<file path="config.mk">
export PLATFORM = sky130hd
export DESIGN_NAME = mod_counter_flat
export DESIGN_NICKNAME = d
export VERILOG_FILES = /design/src/rtl/mod_counter_if.sv /design/src/rtl/mod_counter.sv /design/src/flat_wrapper.sv
export SDC_FILE = /design/constraint.sdc
export NUM_CORES = 1
export LEC_CHECK = 0
export CAP_MARGIN = 20
export CELL_PAD_IN_SITES_DETAIL_PLACEMENT = 0
export CELL_PAD_IN_SITES_GLOBAL_PLACEMENT = 2
export CORE_UTILIZATION = 34
export CTS_CLUSTER_DIAMETER = 150
export CTS_CLUSTER_SIZE = 25
export DETAILED_ROUTE_END_ITERATION = 6
export DONT_BUFFER_PORTS = 1
export GPL_TIMING_DRIVEN = 1
export PLACE_DENSITY_LB_ADDON = 0.3
export SYNTH_ARGS = -nofsm -noshare
export SYNTH_HDL_FRONTEND = slang
export SYNTH_SLANG_ARGS = --single-unit
</file>
<file path="constraint.sdc">
create_clock -name clk -period 5.35 [get_ports clk]
set_clock_uncertainty 0.05 [all_clocks]
set_input_delay 0 -clock clk [delete_from_list [all_inputs] [get_ports clk]]
set_output_delay 0 -clock clk [all_outputs]
set_load 0.02 [all_outputs]
</file>
<file path="src/rtl/mod_counter_if.sv">
// Control/status bundle for mod_counter: step/load controls in, count and flags out.
// Parameter WIDTH must match the counter instance it connects to.
interface mod_counter_if #(
  parameter int WIDTH = 4
);
  logic             en;
  logic             dir;
  logic [1:0]       mode;
  logic             load;
  logic [WIDTH-1:0] load_val;
  logic [WIDTH-1:0] cnt;
  logic             tc;
  logic             sat;

  modport master (
    output en, dir, mode, load, load_val,
    input  cnt, tc, sat
  );

  modport slave (
    input  en, dir, mode, load, load_val,
    output cnt, tc, sat
  );
endinterface

</file>
<file path="src/rtl/mod_counter.sv">
// Modulo-MODULO up/down counter with wrap, saturate and ping-pong modes,
// parallel load, and registered terminal-count / saturation flags.
module mod_counter #(
  parameter int WIDTH  = 4,
  parameter int MODULO = 16
) (
  input logic          clk,
  input logic          rst,
  mod_counter_if.slave bus
);

  typedef enum logic [1:0] {
    MODE_WRAP = 2'b00,
    MODE_SAT  = 2'b01,
    MODE_PP   = 2'b10,
    MODE_HOLD = 2'b11
  } mode_t;

  localparam logic [WIDTH-1:0] MAXV = WIDTH'(MODULO - 1);
  localparam logic [WIDTH-1:0] ZERO = '0;
  localparam logic [WIDTH-1:0] ONE  = WIDTH'(1);

  generate
    if (MODULO < 2 || longint'(MODULO) > (longint'(1) << WIDTH)) begin : g_bad_modulo
      $error("mod_counter: MODULO must lie in 2..2**WIDTH");
    end
  endgenerate

  mode_t            mode_in;
  logic [WIDTH-1:0] cnt_q, cnt_d;
  logic             tc_q, tc_d;
  logic             sat_q, sat_d;
  logic             pp_dn, pp_dn_d;

  assign mode_in = mode_t'(bus.mode);

  // Load beats stepping; only saturate mode may hold sat, so any other mode drops it.
  always_comb begin
    cnt_d   = cnt_q;
    tc_d    = 1'b0;
    sat_d   = sat_q;
    pp_dn_d = pp_dn;
    if (bus.load) begin
      cnt_d = (bus.load_val > MAXV) ? MAXV : bus.load_val;
      sat_d = 1'b0;
    end else if (bus.en && mode_in != MODE_HOLD) begin
      case (mode_in)
        MODE_WRAP: begin
          if (!bus.dir) begin
            if (cnt_q == MAXV) begin
              cnt_d = ZERO;
              tc_d  = 1'b1;
            end else begin
              cnt_d = cnt_q + ONE;
            end
          end else begin
            if (cnt_q == ZERO) begin
              cnt_d = MAXV;
              tc_d  = 1'b1;
            end else begin
              cnt_d = cnt_q - ONE;
            end
          end
        end
        MODE_SAT: begin
          if (!bus.dir) begin
            if (cnt_q == MAXV) begin
              sat_d = 1'b1;
            end else begin
              cnt_d = cnt_q + ONE;
              tc_d  = (cnt_d == MAXV);
              sat_d = 1'b0;
            end
          end else begin
            if (cnt_q == ZERO) begin
              sat_d = 1'b1;
            end else begin
              cnt_d = cnt_q - ONE;
              tc_d  = (cnt_d == ZERO);
              sat_d = 1'b0;
            end
          end
        end
        // Direction reverses on the step leaving an extreme, never by repeating it.
        MODE_PP: begin
          if (!pp_dn) begin
            if (cnt_q == MAXV) begin
              cnt_d   = cnt_q - ONE;
              pp_dn_d = 1'b1;
            end else begin
              cnt_d = cnt_q + ONE;
            end
          end else begin
            if (cnt_q == ZERO) begin
              cnt_d   = ONE;
              pp_dn_d = 1'b0;
            end else begin
              cnt_d = cnt_q - ONE;
            end
          end
          tc_d = (cnt_d == ZERO) || (cnt_d == MAXV);
        end
        default: ;
      endcase
    end
    if (mode_in != MODE_SAT) sat_d = 1'b0;
  end

  always_ff @(posedge clk) begin
    if (rst) begin
      cnt_q <= '0;
      tc_q  <= 1'b0;
      sat_q <= 1'b0;
      pp_dn <= 1'b0;
    end else begin
      cnt_q <= cnt_d;
      tc_q  <= tc_d;
      sat_q <= sat_d;
      pp_dn <= pp_dn_d;
    end
  end

  assign bus.cnt = cnt_q;
  assign bus.tc  = tc_q;
  assign bus.sat = sat_q;

endmodule

</file>
<file path="src/flat_wrapper.sv">
// flat-port wrapper written by rule: the top's interface ports become plain ports
module mod_counter_flat 
#(
  parameter int WIDTH  = 4,
  parameter int MODULO = 16
)
  (clk, rst, bus_en, bus_dir, bus_mode, bus_load, bus_load_val, bus_cnt, bus_tc, bus_sat);
  mod_counter_if #(.WIDTH(WIDTH)) bus_i ();
  input logic clk;
  input logic rst;
  input wire logic [$bits(bus_i.en)-1:0] bus_en;
  input wire logic [$bits(bus_i.dir)-1:0] bus_dir;
  input wire logic [$bits(bus_i.mode)-1:0] bus_mode;
  input wire logic [$bits(bus_i.load)-1:0] bus_load;
  input wire logic [$bits(bus_i.load_val)-1:0] bus_load_val;
  output wire logic [$bits(bus_i.cnt)-1:0] bus_cnt;
  output wire logic [$bits(bus_i.tc)-1:0] bus_tc;
  output wire logic [$bits(bus_i.sat)-1:0] bus_sat;
  assign bus_i.en = bus_en;
  assign bus_i.dir = bus_dir;
  assign bus_i.mode = bus_mode;
  assign bus_i.load = bus_load;
  assign bus_i.load_val = bus_load_val;
  assign bus_cnt = bus_i.cnt;
  assign bus_tc = bus_i.tc;
  assign bus_sat = bus_i.sat;
  mod_counter #(.WIDTH(WIDTH), .MODULO(MODULO)) u_core (.clk(clk), .rst(rst), .bus(bus_i));
endmodule
</file>
[After elaboration in Yosys (flattened, before gate mapping)]
Index checks and enable logic that the tools add are counted.
Storage, ports and cells
  flip-flop bits (word level): 7
  input port bits: 11
  word-level logic and storage cells: 56
Cells by class
  add/sub/neg operators: 2
  order comparisons: 1
  eq/ne operators: 9
  muxes and demuxes: 25
  bitwise logic cells: 2
  reduce and logical (&&, ||, !) cells: 13
Operator list (number)
  4-bit two-way mux: 15
  4-bit == test, second input constant: 3
  4-bit logical NOT: 3
  4-bit case mux with 3 select lines: 1
  1-bit two-way mux: 8
  4-bit inequality test, second input constant: 2
  3-bit OR reduction: 2
  4-bit by 1-bit adder with 4-bit output, second input constant: 1
  4-bit greater-than comparator, second input constant: 1
  4-bit AND reduction: 1
  4-bit nonzero test: 1
  4-bit by 1-bit subtractor with 4-bit output, second input constant: 1
  1-bit case mux with 3 select lines: 1
  3-bit AND reduction: 1
  2-bit by 1-bit == test with 1-bit output, second input constant: 1
  2-bit == test, second input constant: 1
  2-bit logical NOT: 1
  2-bit by 1-bit inequality test with 1-bit output, second input constant: 1
  2-bit inequality test, second input constant: 1
  1-bit NOT: 2
  2-bit AND reduction: 1
  2-bit nonzero test: 1
  1-bit logical AND: 1
  1-bit logical OR: 1

[Logic depth before layout (Yosys ltp)]
Gate-level depths: netlist of run 1.
  depth after elaboration: 9
  gate-level depth with buffers: 8
  depth with buffers taken out: 7

[Least setup slack after synthesis of run 1]
Ideal clock, no wire load.
  path kind: reg-to-reg
  start point: register u_core.cnt_q[0], in the netlist u_core.bus.cnt[0]
  end point: register u_core.cnt_q[1], in the netlist u_core.bus.cnt[1]
  setup time: 0.086 ns
  data arrival time: 2.438 ns
  data required time: 5.214 ns
  path slack: 2.775 ns
  cell stages (with the launch flop): 9
  cells stage by stage: dfxtp_1 > clkbuf_1 > inv_1 > ha_1 > or3b_4 > o22ai_2 > or4_1 > a311o_1 > a221oi_2
On the way
  longest elaborated chain between the ends: 9
  elaborated cells between the ends (all ways): 22
  classes of those cells: add/sub: 2; eq/ne: 3; mux: 15; reduce/logical: 2
Ends and longest elaborated chain
  start: declaration: line mod_counter.sv:30  | logic [WIDTH-1:0] cnt_q, cnt_d;
  start signal: assignment: line mod_counter.sv:116  | cnt_q <= cnt_d;
  4-bit by 1-bit adder with 4-bit output, or another cell as far along: line mod_counter.sv:54, mod_counter.sv:70, mod_counter.sv:91
  4-bit two-way mux, on equally long branches: line mod_counter.sv:87, mod_counter.sv:94
  4-bit two-way mux: line mod_counter.sv:86  | if (!pp_dn) begin
  4-bit two-way mux: line mod_counter.sv:47  | case (mode_in)
  4-bit two-way mux: line mod_counter.sv:46  | end else if (bus.en && mode_in != MODE_HOLD) begin
  4-bit two-way mux: line mod_counter.sv:43  | if (bus.load) begin
  4-bit case mux with 3 select lines: line mod_counter.sv:47
  4-bit two-way mux: line mod_counter.sv:46
  4-bit two-way mux: line mod_counter.sv:43
Parallel ways exist; a longest one is shown, timed or not. The select of a mux whose other input is x is not followed.
A chain may end at the register's enable or synchronous reset.

[Final worst setup path of run 1]
Ends and elaborated chain as after synthesis.

==> metrics.cfg, run 1 <==
[clock_tree]
clock_sinks=7
root_buffer=clkbuf_4
clockBufferDepth=2
ctsResizeCount=0
cts_tree=built
insertion_delay_ns=0.27
numCtsBuffers=3
htreeDepth=1
clk_pin_slew_worst_paths_ns=0.06

[synth]
synth_edf_count=0
synthXorXnorAreaFrac_pct=2.545
synth_top_family_by_area=simple AND/OR/NAND/NOR gates
ys_async_sr_fraction_pct=0
synth_compound_gate_area_share_pct=28.61
syn_nets=161
synth_seq_cells=7
yosys.area_share.simple_pct=29.09
synth_mux_area_share_pct=4.970
syn_area_sq_um=1032
synthAdderAreaFrac_pct=12.12
ys_seq_area_share_pct=13.58
syn-instance-count=140
ys.flop_type=dfxtp_1
ys_warn_count=0
syn_avg_cell_area_sq_um=7.373
ys_types=46

[route]
via_per_inst=6.150
detail_route.first_pass.iterations=4
wl_per_cell_um=17.24
drc=0
vias=1064
drt_wl_total_um=2982
first_iter_violations=40
ant_nets=0

[global_route]
grt_antenna_before_repair=0
grt_first_pass_wirelength_um=5126
globalRoute.totalOverflow=0
grt_max_degree=21
grt_pass1_vias=1021
grtUsageTotal_pct=20.09

[setup_path]
endpoint_kind=flop
worstPathMaxFanout=15
crit_path_cell_trace=inv_1 > ha_1 > or3b_4 > o22ai_2 > or4_1 > a311o_1 > a221oi_2 > dlygate4sd3_1
path_class=flop to flop
startpoint_type=flop
worstPathArrival_ns=3.54
critPathBufInv=2
crit_family=buffers and inverters
slowest_stage=dfxtp_1
reg2reg_slack_ns=1.97
required_ns=5.51
slowest_delay_ns=0.76

[power_and_ir_drop]
p_leak_nw=0.4327
ir_drop_mv=0.1110
p_per_area_nw_per_um2=175.1

[floorplan]
fp-row-count=19
initial_core_util_pct=36.80
core_region_area_sq_um=2805
dieArea_sq_um=3260
io_pins=17
die_h_um=57.10
die_x_um=57.10

[final_layout]
final_layout_size_suffix_gt1_share_pct=8.451
area_growth_pct=9.697
utilization_pct=40.37
num_antenna_cells=0
final_nets=164

[run]
maxCapViolations=0

[placed_design]
dp_hpwl_um=2099
gp_congestion=0.8296
portBuffers=0

[sta]
finalMaxSlewViolations=0
layout_min_cycle_time_ns=3.378
max_freq_mhz=296.0
rsz0062_at_grt=no
worstMarginPinSlew_ns=0.8126
slew_headroom_pct=45.75
hold_slack_ns=0.03456
min_period_over_period_pct=63.15
setup_violations=0
hold_viol_final=0
tns_ns=0

[run_status]
run_status=complete, no violations

[worst_hold_path]
hp-class=primary input to flop

-- metal layers --
layer  share of wire, %  GRT usage (%)
met1                 49          28.69
met2                 46          32.10
met3                4.2          4.989
met4                  0          1.045
met5                  0              0
-- state kept, by name, indices dropped and copies added (netlist names) --
name,count
u_core.bus.cnt,4
u_core.pp_dn,1
u_core.bus.tc,1
u_core.bus.sat,1
-- power breakdown --
group          internal, mW  total, mW  switching, mW
clock network        0.0288     0.0534         0.0246
logic                0.0353     0.0790         0.0438
registers            0.0548     0.0659         0.0111
-- final timing paths --
path	start	to	cells after the start
hold / removal	bus_mode[1]	u_core.bus.tc	3
setup / recovery	u_core.bus.cnt[0]	u_core.bus.cnt[1]	8
setup reg to reg	u_core.bus.cnt[0]	u_core.bus.cnt[1]	8
hold reg to reg	u_core.bus.sat	u_core.bus.sat	2
-- layout by cell type (no fill, tap or decap), types with 2 or more instances in the layout --
cell type / Yosys / layout
o21ai_0: 7 / 7
nand2_1: 5 / 5
nand3_1: 5 / 5
nand4_1: 3 / 3
nor2b_1: 4 / 4
or4_1: 3 / 3
o31ai_1: 2 / 2
and3_1: 2 / 2
a31oi_1: 4 / 4
a21o_1: 2 / 2
mux2i_1: 4 / 4
nand2b_1: 6 / 6
nor4_1: 2 / 2
xor2_1: 2 / 2
clkbuf_4: 0 / 3
a21oi_1: 7 / 7
nand3b_1: 2 / 2
a311oi_1: 2 / 2
dfxtp_1: 7 / 7
a211oi_1: 2 / 2
dlygate4sd3_1: 0 / 8
ha_1: 10 / 10
o211ai_1: 3 / 3
nor3_1: 6 / 6
o22ai_1: 2 / 2
or2_2: 2 / 2
or3_1: 3 / 3
inv_1: 11 / 11
nor2_1: 6 / 6
-- metrics by stage --
stage / cells / area, sq um / setup WS, ns / power (mW)
after floorplan: 140 / 1032 / 2.775 / 0.1257
after global placement: 161 / 1026 / 2.577 / 0.1375
after detailed placement: 161 / 1026 / 2.548 / 0.1379
after CTS: 173 / 1132 / 2.000 / 0.1970
after global routing: 173 / 1132 / 1.839 / 0.2109
final: 173 / 1132 / 1.972 / 0.1983
-- tightest hold or removal path, delay by kind of cell --
kind	cells	cell delay [ns]
AND/OR/NAND/NOR	1	0.14
adder cells (fa/ha/maj)	1	0.12
AO/OA/AOI/OAI	1	0.05
-- kinds of logic (layout without fill, tap and decap cells) --
logic type | count (synthesis) | in the layout
AND/OR/NAND/NOR | 52 | 52
AO/OA/AOI/OAI | 41 | 41
buffers and inverters | 22 | 24
XOR/XNOR | 3 | 3
adder cells (fa/ha/maj) | 10 | 10
multiplexers | 5 | 5
flip-flops | 7 | 7
-- Yosys cell counts, types with 4 or more instances --
| master | n | area share (%) |
|---|---|---|
| a21oi_1 | 7 | 3.4 |
| a31oi_1 | 4 | 2.4 |
| clkbuf_1 | 6 | 2.2 |
| dfxtp_1 | 7 | 14 |
| ha_1 | 10 | 12 |
| inv_1 | 11 | 4.0 |
| mux2i_1 | 4 | 3.9 |
| nand2_1 | 5 | 1.8 |
| nand2b_1 | 6 | 3.6 |
| nand3_1 | 5 | 2.4 |
| nor2_1 | 6 | 2.2 |
| nor2b_1 | 4 | 2.4 |
| nor3_1 | 6 | 2.9 |
| o21ai_0 | 7 | 3.4 |
-- area by class of cell --
type | instances | area, sq um
fill | 315 | 1673
sequential | 7 | 140.1
timing repair buffer | 9 | 87.58
multi-input combinational | 111 | 798.3
clock buffer | 4 | 26.28
inverter | 11 | 41.29
tap | 31 | 38.79
-- what timing repair did --
item / 4_1_cts / 5_1_grt
setup buffers: 0 / 0
hold endpoints to repair: 7 / 0
hold buffers: 8 / 0
No activity file was read; power rests on OpenSTA's default activity.
==> inputs of run 2 (changes only) <==
- CORE_UTILIZATION: 34 -> 32
- clock period: 5.35 -> 2.82 ns (I/O delays scaled with it)
==> metrics.cfg, run 2 (synthesis gave the netlist of run 1 again) <==
[floorplan]
die_h_um=58.80  ; +3.0%
dieArea_sq_um=3457  ; +6.0%
fp-row-count=20  ; +1
initial_core_util_pct=33.81  ; -3.0 points
io_pins=17  ; unchanged
die_x_um=58.80  ; +3.0%
core_region_area_sq_um=3053  ; +8.8%

[sta]
max_freq_mhz=415.1  ; +40%
tns_ns=0  ; unchanged
setup_violations=0  ; unchanged
rsz0062_at_grt=no
slew_headroom_pct=69.82  ; +24 points
worstMarginPinSlew_ns=0.4527  ; -0.3599 ns
finalMaxSlewViolations=0  ; unchanged
hold_viol_final=0  ; unchanged
layout_min_cycle_time_ns=2.409  ; -0.9696 ns
hold_slack_ns=0.01482  ; -0.01974 ns
min_period_over_period_pct=85.42  ; +22 points

[clock_tree]
clockBufferDepth=2  ; unchanged
htreeDepth=1  ; unchanged
clk_pin_slew_worst_paths_ns=0.07  ; about the same
numCtsBuffers=3  ; unchanged
insertion_delay_ns=0.27  ; about the same
cts_tree=built
root_buffer=clkbuf_4
clock_sinks=7  ; unchanged
ctsResizeCount=0  ; unchanged

[route]
detail_route.first_pass.iterations=4  ; unchanged
drt_wl_total_um=3088  ; +3.6%
drc=0  ; unchanged
via_per_inst=5.720  ; -7.0%
wl_per_cell_um=16.34  ; -5.2%
vias=1081  ; +1.6%
ant_nets=0  ; unchanged
first_iter_violations=63  ; +57%

[final_layout]
final_nets=167  ; +1.8%
final_common_cell=inv_1
stdcell_count=189  ; +9.2%
num_antenna_cells=0  ; unchanged
final_layout_size_suffix_gt1_share_pct=11.03  ; +2.6 points
mostFrequentLayoutCells=11 x inv_1, 10 x ha_1
area_growth_pct=13.21
fill_cells=335  ; +6.3%
largest_reg_flops=4  ; unchanged

[setup_path]
critPathBufInv=1  ; -1
path_class=flop to flop
endpoint_kind=flop
slowest_stage=or4_1
crit_family=compound AO/OA/AOI/OAI gates
slowest_delay_ns=0.53  ; -0.23 ns
crit_path_cell_trace=buf_4 > ha_1 > nand4_1 > a21oi_1 > or4_1 > a311o_1 > a221oi_2
worstPathArrival_ns=2.53  ; -1.01 ns
startpoint_type=flop
worstPathMaxFanout=12  ; -3
required_ns=2.95  ; -2.56 ns

[placed_design]
gp_congestion=0.8288  ; about the same
dp_hpwl_um=2275  ; +8.4%
place_inst=178  ; +11%
portBuffers=0  ; unchanged

[power_and_ir_drop]
seqPwrFrac_pct=29.3  ; -3.9 points
p_per_area_nw_per_um2=329.0  ; +88%
p_sw_mw=0.1559  ; +96%
p_clk_share_pct=26.8  ; about the same
p_leak_nw=0.4476  ; +3.5%
p_int_mw=0.2285  ; +92%
swShare_pct=40.56  ; +0.51 points
combinationalPowerShare_pct=43.9  ; +4.0 points
ir_drop_mv=0.1251  ; +13%

[global_route]
grt_antenna_before_repair=0  ; unchanged
globalRoute.totalOverflow=0  ; unchanged
grt_first_pass_wirelength_um=5037  ; -1.7%
grt_pass1_vias=1042  ; +2.1%
grt_max_degree=16  ; -24%
grtUsageTotal_pct=19.50  ; -0.58 points

[run]
maxCapViolations=0  ; unchanged

[worst_hold_path]
hp-class=primary input to flop

[run_status]
run_status=complete, no violations

-- run 2: changes by cell type in the layout (fill, tap and decap cells not counted) --
| cell | change |
|---|---|
| buf_4 | +4 |
| dlygate4sd3_1 | -1 |
-- run 2: worst register-to-register path, stage by stage, from the launching register on --
cell and delay, ns:
dfxtp_1 0.31, buf_4 0.19, ha_1 0.36, nand4_1 0.17
a21oi_1 0.09, or4_1 0.53, a311o_1 0.34, a221oi_2 0.27
-- run 2: final timing paths --
path	start	to	slack, ns	cells past startpoint
worst min register to register	u_core.bus.sat	u_core.bus.sat	0.61	2
worst max-delay path	u_core.bus.cnt[1]	u_core.bus.cnt[1]	0.41	7
worst min-delay path	bus_mode[1]	u_core.bus.tc	0.01	3
worst max register to register	u_core.bus.cnt[1]	u_core.bus.cnt[1]	0.41	7
-- run 2: cell type report --
cell class	count	area, sq um	share of cell area, %
multi-input combinational	111	798.3	68.31
sequential	7	140.1	11.99
timing repair buffer	12	107.6	9.208
tap	44	55.05	4.711
inverter	11	41.29	3.533
clock buffer	4	26.28	2.248
-- run 2: what timing repair did --
item / 4_1_cts / 5_1_grt
hold buffers: 7 / 0
setup endpoints to repair: 0 / 0
hold endpoints to repair: 7 / 0
setup buffers: 0 / 0
-- run 2: power by group through the flow --
| stage | registers, mW | logic [mW] | clock network [mW] |
|---|---|---|---|
| floorplan | 0.118 | 0.121 | 0 |
| global placement | 0.115 | 0.158 | 0 |
| detailed placement | 0.115 | 0.157 | 0 |
| CTS | 0.112 | 0.168 | 0.105 |
| global route | 0.113 | 0.185 | 0.111 |
| finish | 0.113 | 0.169 | 0.103 |
-- run 2: routing by layer --
| layer | part of all wire [%] | wire length [um] | track usage [%] |
|---|---|---|---|
| met3 | 4.5 | 140 | 3.956 |
| met5 | 0 | 0 | 0 |
| met4 | 2.6 | 80 | 8.163 |
| met1 | 45 | 1405 | 25.07 |
| met2 | 47 | 1462 | 31.66 |
-- run 2: per-stage QoR --
stage                     worst slack, ns  utilization, %  total power, mW  cell area (sq um)
final                              0.4112           38.28           0.3845               1169
after CTS                          0.4121           38.28           0.3845               1169
after floorplan                    0.2452               -           0.2384               1032
after detailed placement           0.4236           35.12           0.2713               1072
after global routing               0.2628           38.28           0.4084               1169
after global placement             0.4184           35.12           0.2729               1072
==> inputs of run 3 (changes only) <==
--- a/config.mk
+++ b/config.mk
@@ -16,3 +16,3 @@
 export GPL_TIMING_DRIVEN = 1
-export PLACE_DENSITY_LB_ADDON = 0.3
+export PLACE_DENSITY_LB_ADDON = 0.1
 export SYNTH_ARGS = -nofsm -noshare
--- a/constraint.sdc
+++ b/constraint.sdc
@@ -4,2 +4,2 @@
 set_output_delay 0 -clock clk [all_outputs]
-set_load 0.02 [all_outputs]
+set_load 0.01 [all_outputs]
==> metrics.cfg, run 3 (synthesis gave the netlist of run 1 again) <==
[run_status]
run_status=complete, no violations

[placed_design]
dp_hpwl_um=2386  ; +4.9%
portBuffers=0  ; unchanged
gp_congestion=0.7969  ; -3.8%

[final_layout]
num_antenna_cells=0  ; unchanged
area_growth_pct=12.48
mostFrequentLayoutCells=11 x inv_1, 10 x ha_1
final_common_cell=inv_1
utilization_pct=38.03  ; -0.25 points
final_layout_size_suffix_gt1_share_pct=10.42  ; -0.62 points
largest_reg_flops=4  ; unchanged
final_nets=166  ; -0.60%

[sta]
max_freq_mhz=422.3  ; +1.7%
tns_ns=0  ; unchanged
hold_viol_final=0  ; unchanged
worstMarginPinSlew_ns=0.4934  ; +0.04072 ns
rsz0062_at_grt=no
layout_min_cycle_time_ns=2.368  ; -0.04052 ns
setup_violations=0  ; unchanged
min_period_over_period_pct=83.98  ; -1.4 points
finalMaxSlewViolations=0  ; unchanged
slew_headroom_pct=67.06  ; -2.8 points
hold_slack_ns=0.008861  ; -0.005962 ns

[floorplan]
fp-row-count=20  ; unchanged
dieArea_sq_um=3457  ; unchanged
io_pins=17  ; unchanged
die_h_um=58.80  ; unchanged
core_region_area_sq_um=3053  ; unchanged
initial_core_util_pct=33.81  ; unchanged
die_x_um=58.80  ; unchanged

[route]
first_iter_violations=63  ; unchanged
drc=0  ; unchanged
via_per_inst=5.814  ; +1.6%
detail_route.first_pass.iterations=4  ; unchanged
ant_nets=0  ; unchanged
wl_per_cell_um=17.06  ; +4.4%
vias=1093  ; +1.1%
drt_wl_total_um=3207  ; +3.9%

[global_route]
grt_pass1_vias=1002  ; -3.8%
met2_usage_pct=31.33  ; -0.32 points
grt_max_degree=16  ; unchanged
met3_usage_pct=3.516  ; -0.44 points
top_usage_layer=met2
globalRoute.totalOverflow=0  ; unchanged
grt_antenna_before_repair=0  ; unchanged
grtUsageTotal_pct=21.22  ; +1.7 points
grt_first_pass_wirelength_um=5347  ; +6.2%
grtUsageMet1_pct=29.97  ; +4.9 points

[setup_path]
critPathLaunch=u_core.bus.cnt[1]
worstPathMaxFanout=12  ; unchanged
rr_startpoint=u_core.bus.cnt[1]
startpoint_type=flop
reg2reg_depth=7  ; unchanged
worstPathArrival_ns=2.50  ; -0.03 ns
reg2reg_to=u_core.bus.tc
required_ns=2.95  ; about the same
path_class=flop to flop
reg2reg_slack_ns=0.45  ; +0.04 ns
endpoint_kind=flop

[clock_tree]
htreeDepth=1  ; unchanged
cts_tree=built
clk_pin_slew_worst_paths_ns=0.06  ; about the same
numCtsBuffers=3  ; unchanged
clockBufferDepth=2  ; unchanged
root_buffer=clkbuf_4
clock_sinks=7  ; unchanged
insertion_delay_ns=0.26  ; about the same

[power_and_ir_drop]
p_leak_nw=0.4411  ; -1.5%
p_per_area_nw_per_um2=325.8  ; -0.98%
total_power_mw=0.3782  ; -1.6%
ir_drop_mv=0.09435  ; -25%

[run]
maxCapViolations=0  ; unchanged

[worst_hold_path]
whs_endpoint=u_core.bus.cnt[2]
hp-class=primary input to flop
holdPathStages=2  ; -1
min_from=bus_load

## run 3: cell count changes in the layout (fill, tap and decap cells not counted)
| cell | delta |
|---|---|
| buf_4 | -1 |
## run 3: cell type report
| cell class | count | area (sq um) |
|---|---|---|
| inverter | 11 | 41.29 |
| timing repair buffer | 11 | 100.1 |
| tap | 44 | 55.05 |
| fill | 338 | 1892 |
| multi-input combinational | 111 | 798.3 |
| sequential | 7 | 140.1 |
| clock buffer | 4 | 26.28 |
## run 3: worst max-delay path by stage
stage / end / slack, ns / depth (start not counted)
6_report: u_core.bus.tc / 0.45 / 7
4_1_cts: u_core.bus.cnt[1] / 0.44 / 7
3_5_place_dp: u_core.bus.cnt[1] / 0.45 / 7
5_1_grt: u_core.bus.cnt[2] / 0.30 / 7
2_1_floorplan: u_core.bus.cnt[1] / 0.32 / 8
3_3_place_gp: u_core.bus.cnt[1] / 0.48 / 7
## run 3: routing by layer
metal / vias to the layer above / wire length (um)
met5: - / 0
met4: 0 / 44
met3: 4 / 136
met2: 40 / 1559
met1: 520 / 1466
li1: 529 / -
## run 3: critical path: stages, from the launching register on
cell and delay, ns:
dfxtp_1 0.37, buf_4 0.21, ha_1 0.48, nand4_1 0.15, a21oi_1 0.22, nor3_1 0.11, or4_1 0.52, a31oi_1 0.17
## run 3: repair_timing
| item | in CTS | in global routing |
|---|---|---|
| endpoints found under the setup margin | 0 | 0 |
| hold endpoints to repair | 7 | 0 |
| gates resized for setup | 0 | 0 |
| setup buffers | 0 | 0 |
| hold buffers | 7 | 0 |
## run 3: metrics by stage
step	cell area (sq um)	worst slack, ns	instances
after floorplan	1032	0.3196	140
after global placement	1065	0.4755	177
after detailed placement	1065	0.4520	177
after CTS	1161	0.4373	188
after global routing	1161	0.3045	188
final	1161	0.4517	188
## run 3: power by group
part / switching (mW) / total, mW / internal (mW) / leakage (nW)
logic: 0.0907 / 0.160 / 0.0693 / 0.369
clock network: 0.0474 / 0.102 / 0.0547 / 0.0150
registers: 0.0122 / 0.116 / 0.104 / 0.0574
